$ cat config.mk
export PLATFORM = sky130hd
export DESIGN_NAME = rcc_seq
export DESIGN_NICKNAME = d
export VERILOG_FILES = /design/src/rtl/rcc_pkg.sv /design/src/rtl/rcc_dly_cnt.sv /design/src/rtl/rcc_seq.sv
export SDC_FILE = /design/constraint.sdc
export NUM_CORES = 1
export LEC_CHECK = 0
export BUFFER_PORTS_ARGS = -buffer_cell sky130_fd_sc_hd__buf_2
export CAP_MARGIN = 20
export CELL_PAD_IN_SITES_DETAIL_PLACEMENT = 0
export CELL_PAD_IN_SITES_GLOBAL_PLACEMENT = 1
export CORE_MARGIN = 5
export CORE_UTILIZATION = 40
export CTS_BUF_LIST = sky130_fd_sc_hd__clkbuf_4 sky130_fd_sc_hd__clkbuf_8 sky130_fd_sc_hd__clkbuf_16
export DETAILED_ROUTE_END_ITERATION = 16
export PLACE_DENSITY = 0.77
export SLEW_MARGIN = 5
export SYNTH_ARGS = -nofsm -noshare
export SYNTH_HDL_FRONTEND = slang
export SYNTH_HIERARCHICAL = 1
export SYNTH_SLANG_ARGS = --single-unit
$ cat constraint.sdc
create_clock -name sysclk -period 4 [get_ports sysclk]
set_input_delay 0.4 -clock sysclk [delete_from_list [all_inputs] [get_ports sysclk]]
set_output_delay 0.4 -clock sysclk [all_outputs]
set_load 0.01 [all_outputs]
$ cat src/rtl/rcc_pkg.sv
// Shared encodings and defaults for the clock-mode sequencer.
package rcc_pkg;

  typedef enum logic [2:0] {
    ST_RUN       = 3'd0,
    ST_STOP_WAIT = 3'd1,
    ST_SWITCH    = 3'd2,
    ST_SETTLE    = 3'd3,
    ST_HALT      = 3'd4
  } rcc_state_e;

  localparam int CNT_W_DEF      = 8;
  localparam int STOP_CYC_DEF   = 4;
  localparam int SETTLE_CYC_DEF = 16;

  localparam logic SEL_LCLK = 1'b0;
  localparam logic SEL_HCLK = 1'b1;

endpackage

$ cat src/rtl/rcc_dly_cnt.sv
// Loadable down-counter timing the stop and settle windows; holds at zero.
module rcc_dly_cnt #(
  parameter int CNT_W = 8
) (
  input  logic             sysclk,
  input  logic             rst,
  input  logic             load,
  input  logic [CNT_W-1:0] load_val,
  input  logic             en,
  output logic             zero
);

  logic [CNT_W-1:0] cnt;

  // NOTE: sequential state uses non-blocking assignments so every register
  // samples pre-edge values regardless of block ordering.
  always_ff @(posedge sysclk) begin
    if (rst) begin
      cnt <= '0;
    end else if (load) begin
      cnt <= load_val;
    end else if (en && (cnt != '0)) begin
      cnt <= cnt - 1'b1;
    end
  end

  assign zero = (cnt == '0);

endmodule

$ cat src/rtl/rcc_seq.sv
// Clock-mode sequencer: gates runclk, flips clk_sel while gated, then waits a
// settle window before re-enabling runclk. Also handles halt / wake.
module rcc_seq
  import rcc_pkg::*;
#(
  parameter int CNT_W      = CNT_W_DEF,
  parameter int STOP_CYC   = STOP_CYC_DEF,
  parameter int SETTLE_CYC = SETTLE_CYC_DEF
) (
  input  logic sysclk,
  input  logic rst,
  input  logic sw_req,
  input  logic sel_req,
  input  logic halt_req,
  input  logic wake,
  output logic clk_sel,
  output logic run_ctrl,
  output logic busy,
  output logic done
);

  localparam int CNT_MAX = (1 << CNT_W) - 1;

  if (STOP_CYC < 1 || STOP_CYC > CNT_MAX) begin : g_bad_stop_cyc
    $error("rcc_seq: STOP_CYC out of range");
  end
  if (SETTLE_CYC < 1 || SETTLE_CYC > CNT_MAX) begin : g_bad_settle_cyc
    $error("rcc_seq: SETTLE_CYC out of range");
  end

  localparam logic [CNT_W-1:0] STOP_LD   = CNT_W'(STOP_CYC - 1);
  localparam logic [CNT_W-1:0] SETTLE_LD = CNT_W'(SETTLE_CYC - 1);

  rcc_state_e       state_q, state_d;
  logic             sel_d, run_d, done_d;
  logic             cnt_load, cnt_en, cnt_zero;
  logic [CNT_W-1:0] cnt_val;

  rcc_dly_cnt #(.CNT_W(CNT_W)) u_dly_cnt (
    .sysclk   (sysclk),
    .rst      (rst),
    .load     (cnt_load),
    .load_val (cnt_val),
    .en       (cnt_en),
    .zero     (cnt_zero)
  );

  // NOTE: every signal gets a default before the case so no path leaves one
  // unassigned, which would otherwise infer a latch.
  always_comb begin
    state_d  = state_q;
    sel_d    = clk_sel;
    run_d    = run_ctrl;
    done_d   = 1'b0;
    cnt_load = 1'b0;
    cnt_val  = '0;
    cnt_en   = 1'b0;
    unique case (state_q)
      ST_RUN: begin
        run_d = 1'b1;
        // Halt takes priority; a simultaneous switch request is dropped.
        if (halt_req) begin
          state_d = ST_HALT;
          run_d   = 1'b0;
        end else if (sw_req) begin
          if (sel_req != clk_sel) begin
            state_d  = ST_STOP_WAIT;
            run_d    = 1'b0;
            cnt_load = 1'b1;
            cnt_val  = STOP_LD;
          end else begin
            done_d = 1'b1;
          end
        end
      end
      ST_STOP_WAIT: begin
        if (cnt_zero) begin
          state_d = ST_SWITCH;
          sel_d   = ~clk_sel;
        end else begin
          cnt_en = 1'b1;
        end
      end
      ST_SWITCH: begin
        state_d  = ST_SETTLE;
        cnt_load = 1'b1;
        cnt_val  = SETTLE_LD;
      end
      ST_SETTLE: begin
        if (cnt_zero) begin
          state_d = ST_RUN;
          run_d   = 1'b1;
          done_d  = 1'b1;
        end else begin
          cnt_en = 1'b1;
        end
      end
      ST_HALT: begin
        run_d = 1'b0;
        if (wake) begin
          state_d  = ST_SETTLE;
          cnt_load = 1'b1;
          cnt_val  = SETTLE_LD;
        end
      end
      default: begin
        state_d = ST_RUN;
        run_d   = 1'b1;
      end
    endcase
  end

  always_ff @(posedge sysclk) begin
    if (rst) begin
      state_q  <= ST_RUN;
      clk_sel  <= SEL_LCLK;
      run_ctrl <= 1'b1;
      busy     <= 1'b0;
      done     <= 1'b0;
    end else begin
      state_q  <= state_d;
      clk_sel  <= sel_d;
      run_ctrl <= run_d;
      busy     <= (state_d != ST_RUN);
      done     <= done_d;
    end
  end

endmodule

* Yosys cells after proc, flatten, opt, wreduce, memory -nomap -nowiden
Index checks and enable logic that the tools add are counted.
** Word-level totals
- Bits in registers :: 15
- Latch bits :: 0
- ROM bits :: 0
- Input bits :: 6
- Bits in writable memories :: 0
- Output and inout bits :: 4
- Memories :: 0
** Operators by class
- Reductions and logical operators :: 10
- $add $sub $neg :: 1
- Bitwise gates (word level) :: 2
- $mul :: 0
- Magnitude comparators :: 0
- Shift-type cells :: 0
- Multiplexer cells :: 30
- Equality and inequality tests :: 6
- Divide/modulo/power cells :: 0
** Operator list (number)
- $mux W3 :: 6
- $mux W8 :: 2
- $pmux W3 S5 :: 1
- $mux W1 :: 13
- $pmux W4 S3 :: 1
- $logic_not A8 Y1 :: 1
- $reduce_bool A8 Y1 :: 1
- $sub A8 B1 Y8 const B :: 1
- $eq A3 B2 Y1 const B :: 2
- $mux W2 :: 3
- $mux W4 :: 1
- $pmux W1 S4 :: 1
- $reduce_and A2 Y1 :: 2
- $reduce_or A2 Y1 :: 2
- $eq A3 B1 Y1 const B :: 1
- $eq A3 B3 Y1 const B :: 1
- $logic_not A3 Y1 :: 1
- $pmux W1 S3 :: 1
- $reduce_bool A3 Y1 :: 1
- $ne A2 B2 Y1 const B :: 1
- $not A1 Y1 :: 2
- $pmux W1 S2 :: 1
- $reduce_bool A2 Y1 :: 1
- $logic_and A1 B1 Y1 :: 1
- $ne A1 B1 Y1 :: 1

* Depth between registers and ports, before layout
Gate-level depths: netlist of the first run.
- Depth in word-level cells :: 6
- Mapped depth :: 10
- Depth with buffers taken out :: 10

* By module
Netlist of the first run, hierarchy kept.
** Modules (own cells, without submodules)
- rcc_dly_cnt :: cells an instance 59, area an instance 515.5 um^2, times used 1
- rcc_seq :: cells an instance 49, area an instance 420.4 um^2, times used 1

* Worst setup path before layout of the first run
Ideal clock, no wire load.
- Path type :: flip-flop to flip-flop
- Start :: reg u_dly_cnt.cnt[0]
- End :: reg u_dly_cnt.cnt[7]
- Stages on the path, launching flop included :: 11
- Arrival :: 2243 ps
- Slack :: 1624 ps
- Path buffers :: 0
- Required time :: 3866 ps
- Period minus slack after synthesis :: 2376 ps
- Cell sequence :: dfxtp_1 inv_1 ha_1 inv_1 nor4_1 nand2b_1 nor2_1 or3b_2 nor3_1 mux2i_1 a211oi_1
** On the way
- Longest elaborated chain between the ends :: 5
** Ends and longest elaborated chain
- from (decl) :: RTL line rcc_dly_cnt.sv:13 : logic [CNT_W-1:0] cnt;
- from (signal assigned) :: RTL line rcc_dly_cnt.sv:21 : cnt <= load_val;
- from (signal assigned) :: RTL line rcc_dly_cnt.sv:23 : cnt <= cnt - 1'b1;
- $logic_not A8 Y1 :: RTL line rcc_dly_cnt.sv:27 : assign zero = (cnt == '0);
- via cnt_zero :: RTL line rcc_seq.sv:36 : logic cnt_load, cnt_en, cnt_zero;
- $mux W1 :: RTL line rcc_seq.sv:77, rcc_seq.sv:90
- $mux W1
- via cnt_en :: RTL line rcc_seq.sv:36
- $logic_and A1 B1 Y1 :: RTL line rcc_dly_cnt.sv:22 : end else if (en && (cnt != '0)) begin
- $reduce_bool A2 Y1 (no line)
The timed path passes the listed nets, and every way through them passes these cells. The select of a mux whose other input is x is not followed.
A chain may end at the register's enable or synchronous reset.

* Worst setup path after layout of the first run
Ends and elaborated chain as after synthesis.

==> metrics.md, run 1 <==
| Metric | Value |
|---|---|
| Outcome | finished, final reports clean |
| Yosys warns | 6 |
| Worst path max stage delay | between 0.5 and 0.6 ns |
| Total CTS buffers | 3 |
| Largest net degree at the start of global routing | 18 |
| Worst hold path class | in -> reg |
| Via density per instance | approximately 5.3 |
| Setup violators final | 0 |
| Worst path slowest cell | or3b_2 |
| Worst-path fanout max | 7 |
| Clock buffer depth | 2 |
| Post-route ant nets | 0 |
| Hold depth | 4 |
| Die width | around 58 um |
| Final TNS setup | 0 ns |
| Clk Latency, worst-skew pair | ~0.28 ns |
| Design Area, Final | 1020 sq um |
| Layout Utilization | 0.455 |
| Fmax | approximately 380 MHz |
| Max_slew headroom | 0.627 |
| Postcts setup bufs | 0 |
| Syn Inst Count | 108 |
| Input/output buffers | 9 |
| Worst-Margin Slew | about 0.56 ns |
| Global-route wire length before repair | roughly 3.0 mm |
| Worst EP arrival | around 2.8 ns |
| Placed cell area | between 900 and 1000 sq um |
| CTS sink count | 15 |
| H-tree levels | 1 |
| Minimum clock period | roughly 2.6 ns |
| Final Hold Viols | 0 |
| Hold_ws | around 0.45 ns |
| Drt wl/cell | about 12 um |
| Clock-pin slew on the worst setup and hold paths | roughly 0.090 ns |
| ANT cells | 0 |
| Total congestion overflow | 0 |
| Vias in the first global route | 717 |
| Rows | 17 |
| Top FF cell, synth | dfxtp_1 |
| Class of the most critical setup path | reg -> reg |
| Critical path cell sequence | inv_1 -> ha_1 -> inv_1 -> nor4_1 -> nand2b_1 -> nor2_1 -> or3b_2 -> nor3_1 -> mux2i_1 -> a211oi_1 |
| Pwr dens | 821 nW/um^2 |
| DRC viols | 0 |
| Post-cts resize count | 0 |
| CTS tree | yes |
| Synthesis-stage register bit count | 15 |
| Max cap viols | 0 |
| Final period utilization | 0.650 |
| Post-synth EDFFs | 0 |
| Via Count | 773 |
| DP Wirelength | around 1.3 mm |
| Cts hold-fix bufs | 0 |
| Ports | 10 |
| Die Span Y | between 50 and 60 um |
| Worst VDD drop | between 300 and 400 uV |
| Mapped Area | approximately 940 sq um |
| Initial cell density of the core | 0.419 |
| Crit end category | flop |
| Root Buffer | clkbuf_4 |
| Final clock skew | around 0.0017 ns |
| NumNets Final | between 100 and 150 |
| Core area | roughly 2200 sq um |
| CP required | approximately 4.2 ns |
| Critical Path Most Common Cell | inv_1 |
| Static Leak | 0.404 nW |
| Initial antenna violation count | 0 |
| Library cells used by synthesis | between 40 and 50 |
| Part of the Yosys area used for sequential elements | 0.321 |
| Avg Cell Area, Syn | approximately 8.7 sq um |
| DR iter-0 viols | 5 |
| Die footprint | 3410 sq um |
| GRT Total Usage | 0.112 |
| Slew Limit Fails | 0 |
| Layout cells sized above 1 | 0.218 |
| Startpoint types | flop |
| FF-to-FF path depth | 10 |
| Detailed Routing Iterations Pass 1 | 4 |
| Final wirelength | 1.74 mm |
| GPL Wtd Cong | around 0.8 |
| RSZ-0062 raised after global routing | false |
| Asr flop ratio synth | 0 |
| Layout area overhead | 8.56% |
[synthesized netlist by cell type, types with 2 or more instances]
cell type  number  share of area
nand2b_1        2          0.013
o21ai_0         3          0.016
or2_1           2          0.013
or3_2           2          0.016
ha_1            2          0.027
nor2_1         14          0.056
nand2_1         5          0.020
a311oi_1        2          0.019
a21oi_2         2          0.019
a21oi_1         8          0.043
xnor2_1         5          0.047
nor3_1          3          0.016
o31ai_1         2          0.016
or4_1           2          0.016
inv_1           7          0.028
or4_2           2          0.019
buf_6           3          0.036
dfxtp_1        15           0.32
nor3b_1         3          0.024
[critical path, delay by kind of cell, from the launching register on]
family / cells / cell delay, ns
AOI/OAI and AO/OA: 1 / 0.23
and+or+nand+nor: 5 / 1.42
buffers and inverters: 2 / 0.20
DFF: 1 / 0.34
adders and majority gates: 1 / 0.21
muxes: 1 / 0.10
[layout make-up]
cell class | count | area (sq um)
fillers | 228 | 1220
multi-input cells | 83 | 576
flip-flops and latches | 15 | 300
repair buffers | 9 | 45.0
well taps | 28 | 35.0
clock buffers | 4 | 30.0
inverters | 8 | 30.0
[state kept, by name (all words and copies together) (netlist names)]
name           cells
u_dly_cnt/cnt      8
busy               1
done               1
state_q            3
run_ctrl           1
clk_sel            1
[cells by family (layout without fill, tap and decap cells)]
| kind of cell | after synthesis | after routing | share of synthesized area |
|---|---|---|---|
| buffers and inverters | 13 | 21 | 0.0762 |
| adder cells (fa/ha/maj) | 2 | 2 | 0.0267 |
| AO/OA/AOI/OAI | 27 | 27 | 0.239 |
| other | 1 | 4 | 0.00401 |
| flip-flops | 15 | 15 | 0.321 |
| XOR/XNOR | 6 | 6 | 0.0561 |
| AND/OR/NAND/NOR | 43 | 43 | 0.266 |
| multiplexers | 1 | 1 | 0.0107 |
[cells in the final DEF (no fill, tap or decap), types with 2 or more instances in the layout]
cell type,instances
or3_2,2
or4_2,2
a21oi_1,8
buf_2,9
a21oi_2,2
conb_1,4
or4_1,2
nor2_1,14
clkbuf_4,4
ha_1,2
a311oi_1,2
nand2_1,5
o21ai_0,3
inv_1,7
nor3_1,3
dfxtp_1,15
nor3b_1,3
o31ai_1,2
xnor2_1,5
nand2b_1,2
or2_1,2
[per-stage QoR]
stage	setup slack [ns]	std cells	power [mW]
after floorplan	1.62	111	0.680
after global placement	1.43	143	0.744
after detailed placement	1.40	143	0.741
after CTS	1.37	147	0.839
after global routing	1.16	147	0.909
final	1.40	147	0.834
[where the power goes]
part / internal, mW / switching, mW
sequential: 0.211 / 0.0776
clock: 0.0455 / 0.0482
combinational: 0.207 / 0.245
[layer usage]
layer,vias up,wire length [um],GRT usage
li1,407,-,-
met1,349,944,0.147
met2,13,689,0.171
met3,4,77,0.0241
met4,0,31,0.0596
met5,-,0,0
[path summary, 6_finish.rpt]
| path | start | slack (ns) | end |
|---|---|---|---|
| worst max-delay path | u_dly_cnt/cnt[0]$_SDFFE_PP0P_ | 1.40 | u_dly_cnt/cnt[7]$_SDFFE_PP0P_ |
| worst min-delay path | wake | 0.45 | state_q[2]$_SDFF_PP0_ |
| worst max register to register | u_dly_cnt/cnt[0]$_SDFFE_PP0P_ | 1.40 | u_dly_cnt/cnt[7]$_SDFFE_PP0P_ |
| worst min register to register | u_dly_cnt/cnt[5]$_SDFFE_PP0P_ | 0.53 | u_dly_cnt/cnt[5]$_SDFFE_PP0P_ |
No activity file was read; power rests on OpenSTA's default activity.
==> run 2: changes to the inputs <==
--- a/config.mk
+++ b/config.mk
@@ -5,15 +5,16 @@
 export SDC_FILE = /design/constraint.sdc
 export NUM_CORES = 1
 export LEC_CHECK = 0
+export ABC_AREA = 1
 export BUFFER_PORTS_ARGS = -buffer_cell sky130_fd_sc_hd__buf_2
 export CAP_MARGIN = 20
 export CELL_PAD_IN_SITES_DETAIL_PLACEMENT = 0
 export CELL_PAD_IN_SITES_GLOBAL_PLACEMENT = 1
 export CORE_MARGIN = 5
-export CORE_UTILIZATION = 40
+export CORE_UTILIZATION = 35
 export CTS_BUF_LIST = sky130_fd_sc_hd__clkbuf_4 sky130_fd_sc_hd__clkbuf_8 sky130_fd_sc_hd__clkbuf_16
 export DETAILED_ROUTE_END_ITERATION = 16
-export PLACE_DENSITY = 0.77
+export PLACE_DENSITY = 0.76
 export SLEW_MARGIN = 5
 export SYNTH_ARGS = -nofsm -noshare
 export SYNTH_HDL_FRONTEND = slang
==> constraint.sdc (replaced) <==
create_clock -name sysclk -period 2.1 [get_ports sysclk]
set_input_delay 0.21 -clock sysclk [delete_from_list [all_inputs] [get_ports sysclk]]
set_output_delay 0.21 -clock sysclk [all_outputs]
set_load 0.01 [all_outputs]
==> metrics.md, run 2 <==
| Metric | Value |
|---|---|
| Outcome | finished, final reports clean (unchanged) |
| Asr flop ratio synth | 0 (unchanged) |
| Cell taking the most area after synthesis | dfxtp_1 (unchanged) |
| Worst hold path class | in -> reg (unchanged) |
| Detailed Routing Iterations Pass 1 | 4 (unchanged) |
| Startpoint types | flop (unchanged) |
| Root Buffer | clkbuf_4 (unchanged) |
| Syn Inst Count | 163 (was 108) |
| Adder-cell share of the synthesized area | 0.0252 (was 0.0267) |
| Total congestion overflow | 0 (unchanged) |
| Critical Path Most Common Cell | inv_1 (unchanged) |
| Most frequent cells in the layout | 49 x nand2_1, 23 x inv_1, 23 x nand3_1 (was 15 x dfxtp_1, 14 x nor2_1, 9 x buf_2) |
| Top cell types by occurrence after synthesis | 49 x nand2_1, 23 x inv_1, 23 x nand3_1, 15 x dfxtp_1, 14 x nor2_1 (was 15 x dfxtp_1, 14 x nor2_1, 8 x a21oi_1, 7 x inv_1) |
| Count leader, synth | nand2_1 (was dfxtp_1) |
| Setup violators final | 0 (unchanged) |
| Final clock skew | 0.00267 ns (was 0.00166 ns) |
| Post-synth EDFFs | 0 (unchanged) |
| Clock-pin slew on the worst setup and hold paths | 0.09 ns (about the same) |
| Mapped Area | 993 sq um (was 936 sq um) |
| Share of the synthesized area in the top cell type | 0.302 (was 0.321) |
| Max cap viols | 0 (unchanged) |
| Final wirelength | 2.03 mm (was 1.74 mm) |
| Die Span Y | 63.3 um (was 58.4 um) |
| Global-route wire length before repair | 3.76 mm (was 2.96 mm) |
| Post-Synth Simple-Gate Area | 0.484 (was 0.266) |
| Reg2reg setup slack | 0.38 ns (was 1.40 ns) |
| Worst path slowest cell | dfxtp_1 (was or3b_2) |
| Hold depth | 3 (was 4) |
| Class of the most critical setup path | reg -> reg (unchanged) |
| Top Registers | u_dly_cnt/cnt (8), state_q (3) (unchanged) |
| Minimum clock period | 1.72 ns (was 2.60 ns) |
| Synthesis-stage register bit count | 15 (unchanged) |
| Die width | 63.3 um (was 58.4 um) |
| Largest reg by FF count | u_dly_cnt/cnt (unchanged) |
| Total CTS buffers | 3 (unchanged) |
| Drt wl/cell | 9.65 um (was 11.9 um) |
| Crit end category | flop (unchanged) |
| Vias in the first global route | 983 (was 717) |
| Avg Cell Area, Syn | 6.09 sq um (was 8.67 sq um) |
| Yosys warns | 6 (unchanged) |
| Largest register FFs | 8 (unchanged) |
| Final TNS setup | 0 ns (unchanged) |
| Input/output buffers | 9 (unchanged) |
| Via Count | 975 (was 773) |
| DRC viols | 0 (unchanged) |
| Critical path cell sequence | inv_1 -> ha_1 -> nand2_1 -> nor2_1 -> inv_1 -> nand3_1 -> inv_1 -> nand2_4 -> nand2_4 -> clkinv_2 -> nand2_1 -> a21oi_1 (was inv_1 -> ha_1 -> inv_1 -> nor4_1 -> nand2b_1 -> nor2_1 -> or3b_2 -> nor3_1 -> mux2i_1 -> a211oi_1) |
| Clock buffer depth | 2 (unchanged) |
| Rows | 19 (was 17) |
| Top FF cell, synth | dfxtp_1 (unchanged) |
| Clk Latency, worst-skew pair | 0.28 ns (about the same) |
| RSZ-0062 raised after global routing | false (unchanged) |
| Core area | 2730 sq um (was 2230 sq um) |
| CTS tree | yes (unchanged) |
| Mux cell area share after synthesis | 0 (was 0.0107) |
| Largest family of logic cells by synthesized area | simple AND/OR/NAND/NOR gates (unchanged) |
| Worst EP arrival | 1.94 ns (was 2.80 ns) |
| Worst-path fanout max | 7 (unchanged) |
| Library cells used by synthesis | 23 (was 43) |
| CTS sink count | 15 (unchanged) |
| Via density per instance | 4.64 (was 5.26) |
| Placed cells | 206 (was 143) |
| Non-Filler Instances | 210 (was 147) |
| Part of the Yosys area used for sequential elements | 0.302 (was 0.321) |
| ANT cells | 0 (unchanged) |
| Ports | 10 (unchanged) |
| Initial antenna violation count | 0 (unchanged) |
| Final Hold Viols | 0 (unchanged) |
| Worst VDD drop | 780 uV (was 304 uV) |
| Post-route ant nets | 0 (unchanged) |
| GPL Wtd Cong | 0.893 (was 0.805) |
| H-tree levels | 1 (unchanged) |
| Commonest non-fill, non-tap cell in the layout | nand2_1 (was dfxtp_1) |
| CP required | 2.32 ns (was 4.20 ns) |
| Fmax | 580 MHz (was 385 MHz) |
| Post-synthesis compound-gate area fraction | 0.0693 (was 0.239) |
| Pwr dens | 1730 nW/um^2 (was 821 nW/um^2) |
| Worst path max stage delay | 0.32 ns (was 0.51 ns) |
| NumNets Final | 188 (was 128) |
| Synth area leaders | dfxtp_1 30%, nand2_1 19%, nand3_1 12% (was dfxtp_1 32%, nor2_1 5.6%, xnor2_1 4.7%) |
| Cts hold-fix bufs | 0 (unchanged) |
| Post-synthesis xor/xnor area fraction | 0.00882 (was 0.0561) |
| Static Leak | 0.577 nW (was 0.404 nW) |
| Layout area overhead | 13.0% (was 8.56%) |
| Post-cts resize count | 0 (unchanged) |
| DR iter-0 viols | 28 (was 5) |
| GRT Total Usage | 0.114 (was 0.112) |
| DP Wirelength | 1.66 mm (was 1.27 mm) |
| Initial cell density of the core | 0.363 (was 0.419) |
| Layout cells sized above 1 | 0.179 (was 0.218) |
| Postcts setup bufs | 0 (unchanged) |
| Final period utilization | 0.821 (was 0.650) |
| Largest net degree at the start of global routing | 13 (was 18) |
| Die footprint | 4000 sq um (was 3410 sq um) |
| Slew Limit Fails | 0 (unchanged) |
| FF-to-FF path depth | 12 (was 10) |
-- run 2: routing by layer --
metal,part of all wire,global-route usage
met1,0.46,0.136
met2,0.49,0.191
met3,0.041,0.0195
met4,0.0084,0.0649
met5,0,0
-- run 2: path summary, 6_finish.rpt --
kind / from / end
max: u_dly_cnt/cnt[0]$_SDFFE_PP0P_ / u_dly_cnt/cnt[2]$_SDFFE_PP0P_
min: wake / state_q[2]$_SDFF_PP0_
max reg2reg: u_dly_cnt/cnt[0]$_SDFFE_PP0P_ / u_dly_cnt/cnt[2]$_SDFFE_PP0P_
min reg2reg: run_ctrl$_SDFFE_PP1P_ / run_ctrl$_SDFFE_PP1P_
-- run 2: final cells by class --
| type | count | area (sq um) |
|---|---|---|
| flip-flops and latches | 15 | 300 |
| multi-input cells | 123 | 598 |
| repair buffers | 10 | 52.6 |
| clock buffers | 4 | 30.0 |
| inverters | 27 | 103 |
| fillers | 309 | 1610 |
| well taps | 31 | 38.8 |
-- run 2: power by group --
group	switching [mW]	leakage (nW)	internal [mW]
logic	0.800	0.435	0.457
clock network	0.0905	0.0184	0.0865
registers	0.112	0.123	0.397
total	1.00	0.577	0.940
-- run 2: stage by stage --
step / area (sq um) / power [mW] / hold WS [ns] / utilization / setup WS [ns]
final: 1120 / 1.94 / 0.194 / 0.411 / 0.375
after global placement: 1090 / 1.79 / 0.446 / 0.400 / 0.464
after global routing: 1120 / 2.22 / 0.181 / 0.411 / 0.173
after CTS: 1120 / 1.97 / 0.185 / 0.411 / 0.386
after floorplan: 1000 / 1.53 / 0.272 / - / 0.460
after detailed placement: 1090 / 1.78 / 0.451 / 0.400 / 0.416
-- run 2: cells by family after synthesis --
logic type                 count (synthesis)
other                                      1
buffers and inverters                     28
AOI/OAI and AO/OA                         13
and+or+nand+nor                          103
xor gates and xnor gates                   1
DFF                                       15
adders and majority gates                  2
-- run 2: critical path, delay by kind of cell (launching register included) --
kind	cells	cell delay [ns]
AND/OR/NAND/NOR	6	0.61
adder cells (fa/ha/maj)	1	0.18
flip-flops	1	0.32
buffers and inverters	4	0.44
AO/OA/AOI/OAI	1	0.12
==> run 3: changes to the inputs <==
--- a/config.mk
+++ b/config.mk
@@ -11,10 +11,10 @@
 export CELL_PAD_IN_SITES_DETAIL_PLACEMENT = 0
 export CELL_PAD_IN_SITES_GLOBAL_PLACEMENT = 1
 export CORE_MARGIN = 5
-export CORE_UTILIZATION = 35
+export CORE_UTILIZATION = 39
 export CTS_BUF_LIST = sky130_fd_sc_hd__clkbuf_4 sky130_fd_sc_hd__clkbuf_8 sky130_fd_sc_hd__clkbuf_16
 export DETAILED_ROUTE_END_ITERATION = 16
-export PLACE_DENSITY = 0.76
+export PLACE_DENSITY = 0.8
 export SLEW_MARGIN = 5
 export SYNTH_ARGS = -nofsm -noshare
 export SYNTH_HDL_FRONTEND = slang
==> constraint.sdc (replaced) <==
create_clock -name sysclk -period 1.7 [get_ports sysclk]
set_input_delay 0.17 -clock sysclk [delete_from_list [all_inputs] [get_ports sysclk]]
set_output_delay 0.17 -clock sysclk [all_outputs]
set_load 0.01 [all_outputs]
==> metrics.md, run 3 (synthesis gave the netlist of run 2 again) <==
| Metric | Value |
|---|---|
| Outcome | finished, final reports clean (unchanged) |
| DR iter-0 viols | 36 (was 28) |
| FF+latch area | 300 sq um (unchanged) |
| RSZ-0062 raised after global routing | false (unchanged) |
| Top Registers | u_dly_cnt/cnt (8), state_q (3) (unchanged) |
| Worst-path fanout max | 10 (was 7) |
| CTS sink count | 15 (unchanged) |
| Startpoint types | flop (unchanged) |
| Pwr dens | 2170 nW/um^2 (was 1730 nW/um^2) |
| Clock buffer depth | 2 (unchanged) |
| Worst path slowest cell | dfxtp_1 (unchanged) |
| NumNets Final | 192 (was 188) |
| DRC viols | 0 (unchanged) |
| Total CTS buffers | 3 (unchanged) |
| Die width | 60.5 um (was 63.3 um) |
| Via Count | 962 (was 975) |
| Final period utilization | 0.888 (was 0.821) |
| ANT cells | 0 (unchanged) |
| Non-Filler Instances | 213 (was 210) |
| DP Wirelength | 1.73 mm (was 1.66 mm) |
| Initial antenna violation count | 0 (unchanged) |
| Hold depth | 3 (unchanged) |
| Ports | 10 (unchanged) |
| Static Leak | 0.592 nW (was 0.577 nW) |
| Critical path cell sequence | inv_2 -> nand2_2 -> nor2_4 -> nand2_1 -> nand3_1 -> inv_2 -> nand3_1 -> nor2_1 -> nor2_1 -> nor2_1 (was inv_1 -> ha_1 -> nand2_1 -> nor2_1 -> inv_1 -> nand3_1 -> inv_1 -> nand2_4 -> nand2_4 -> clkinv_2 -> nand2_1 -> a21oi_1) |
| Worst hold path class | in -> reg (unchanged) |
| Cts hold-fix bufs | 0 (unchanged) |
| Worst EP arrival | 1.73 ns (was 1.94 ns) |
| Die Span Y | 60.5 um (was 63.3 um) |
| Setup violators final | 0 (unchanged) |
| Minimum clock period | 1.51 ns (was 1.72 ns) |
| Die footprint | 3660 sq um (was 4000 sq um) |
| Root Buffer | clkbuf_4 (unchanged) |
| Final wirelength | 2.09 mm (was 2.03 mm) |
| Layout area overhead | 15.9% (was 13.0%) |
| Slew Limit Fails | 0 (unchanged) |
| Min-delay src | wake (unchanged) |
| Final clock skew | 0.0108 ns (was 0.00267 ns) |
| FF-to-FF path depth | 10 (was 12) |
| Detailed Routing Iterations Pass 1 | 3 (was 4) |
| Layout cells sized above 1 | 0.208 (was 0.179) |
| Max cap viols | 0 (unchanged) |
| Final TNS setup | 0 ns (unchanged) |
| CP required | 1.92 ns (was 2.32 ns) |
| Clk Latency, worst-skew pair | 0.28 ns (about the same) |
| Largest reg by FF count | u_dly_cnt/cnt (unchanged) |
| Worst path max stage delay | 0.43 ns (was 0.32 ns) |
| Crit end category | flop (unchanged) |
| Initial cell density of the core | 0.405 (was 0.363) |
| Final WS setup | 0.191 ns (was 0.375 ns) |
| Worst Setup SP | state_q[2]$_SDFF_PP0_ (was u_dly_cnt/cnt[0]$_SDFFE_PP0P_) |
| Worst VDD drop | 923 uV (was 780 uV) |
| CP bufs+invs | 2 (was 4) |
| Drt wl/cell | 9.79 um (was 9.65 um) |
| Rows | 18 (was 19) |
| Crit path depth | 10 (was 12) |
| H-tree levels | 1 (unchanged) |
| CTS tree | yes (unchanged) |
| Post-route ant nets | 0 (unchanged) |
| Input/output buffers | 9 (unchanged) |
| Core area | 2450 sq um (was 2730 sq um) |
| Hold_ws | 0.152 ns (was 0.194 ns) |
| Reg2Reg Launch Point | state_q[2]$_SDFF_PP0_ (was u_dly_cnt/cnt[0]$_SDFFE_PP0P_) |
| Class of the most critical setup path | reg -> reg (unchanged) |
| Most frequent cells in the layout | 49 x nand2_1, 23 x nand3_1, 22 x inv_1 (was 49 x nand2_1, 23 x inv_1, 23 x nand3_1) |
| Commonest non-fill, non-tap cell in the layout | nand2_1 (unchanged) |
| Placed cells | 209 (was 206) |
| Vias in the first global route | 975 (was 983) |
| GPL Wtd Cong | 0.838 (was 0.893) |
| Via density per instance | 4.52 (was 4.64) |
| GRT Total Usage | 0.142 (was 0.114) |
| Total congestion overflow | 0 (unchanged) |
| Largest register FFs | 8 (unchanged) |
| Final Hold Viols | 0 (unchanged) |
| Postcts setup bufs | 0 (unchanged) |
| Area occupied by multi-input gates | 601 sq um (was 598 sq um) |
| Critical Path Most Common Cell | nor2_1 (was inv_1) |
| Fmax | 663 MHz (was 580 MHz) |
| Global-route wire length before repair | 3.91 mm (was 3.76 mm) |
| Clock-pin slew on the worst setup and hold paths | 0.10 ns (was 0.09 ns) |
| Largest net degree at the start of global routing | 13 (unchanged) |
| Fillers | 267 (was 309) |
| Crit-path leading delay family | simple AND/OR/NAND/NOR gates (unchanged) |
| Pre-CTS setup slack | 0.164 ns (was 0.416 ns) |
-- run 3: routing by layer --
metal  vias to the layer above  share of wire  track usage
met5                         -              0            0
met4                         0          0.014       0.0836
met3                         4          0.025       0.0255
met2                         9           0.48        0.239
met1                       407           0.48        0.169
li1                        542              -            -
-- run 3: worst paths after layout --
path / to / slack, ns
setup / recovery: u_dly_cnt/cnt[7]$_SDFFE_PP0P_ / 0.19
hold / removal: state_q[2]$_SDFF_PP0_ / 0.15
setup reg to reg: u_dly_cnt/cnt[7]$_SDFFE_PP0P_ / 0.19
hold reg to reg: run_ctrl$_SDFFE_PP1P_ / 0.47
-- run 3: final cells by class --
cell class | instances | share of cell area
multi-input cells | 123 | 0.522
flip-flops and latches | 15 | 0.261
inverters | 27 | 0.0891
repair buffers | 14 | 0.0717
well taps | 30 | 0.0326
clock buffers | 3 | 0.0196
clock inverters | 1 | 0.00435
-- run 3: repair_timing --
action	in CTS	in global routing
endpoints found under the hold margin	0	0
endpoints found under the setup margin	0	6
gates resized for setup	0	2
-- run 3: power breakdown --
part,internal (mW),switching (mW)
logic,0.641,1.03
registers,0.490,0.126
clock network,0.0872,0.117
-- run 3: stage by stage --
step	power, mW	instance area (sq um)	util
after global placement	2.29	1120	0.457
after CTS	2.52	1150	0.468
after floorplan	1.89	1000	-
after global routing	2.84	1150	0.469
after detailed placement	2.30	1120	0.457
final	2.50	1150	0.469
-- run 3: tightest hold or removal path: stages --
cell     delay (ns)
buf_2          0.08
or2_1          0.09
a21oi_1        0.05
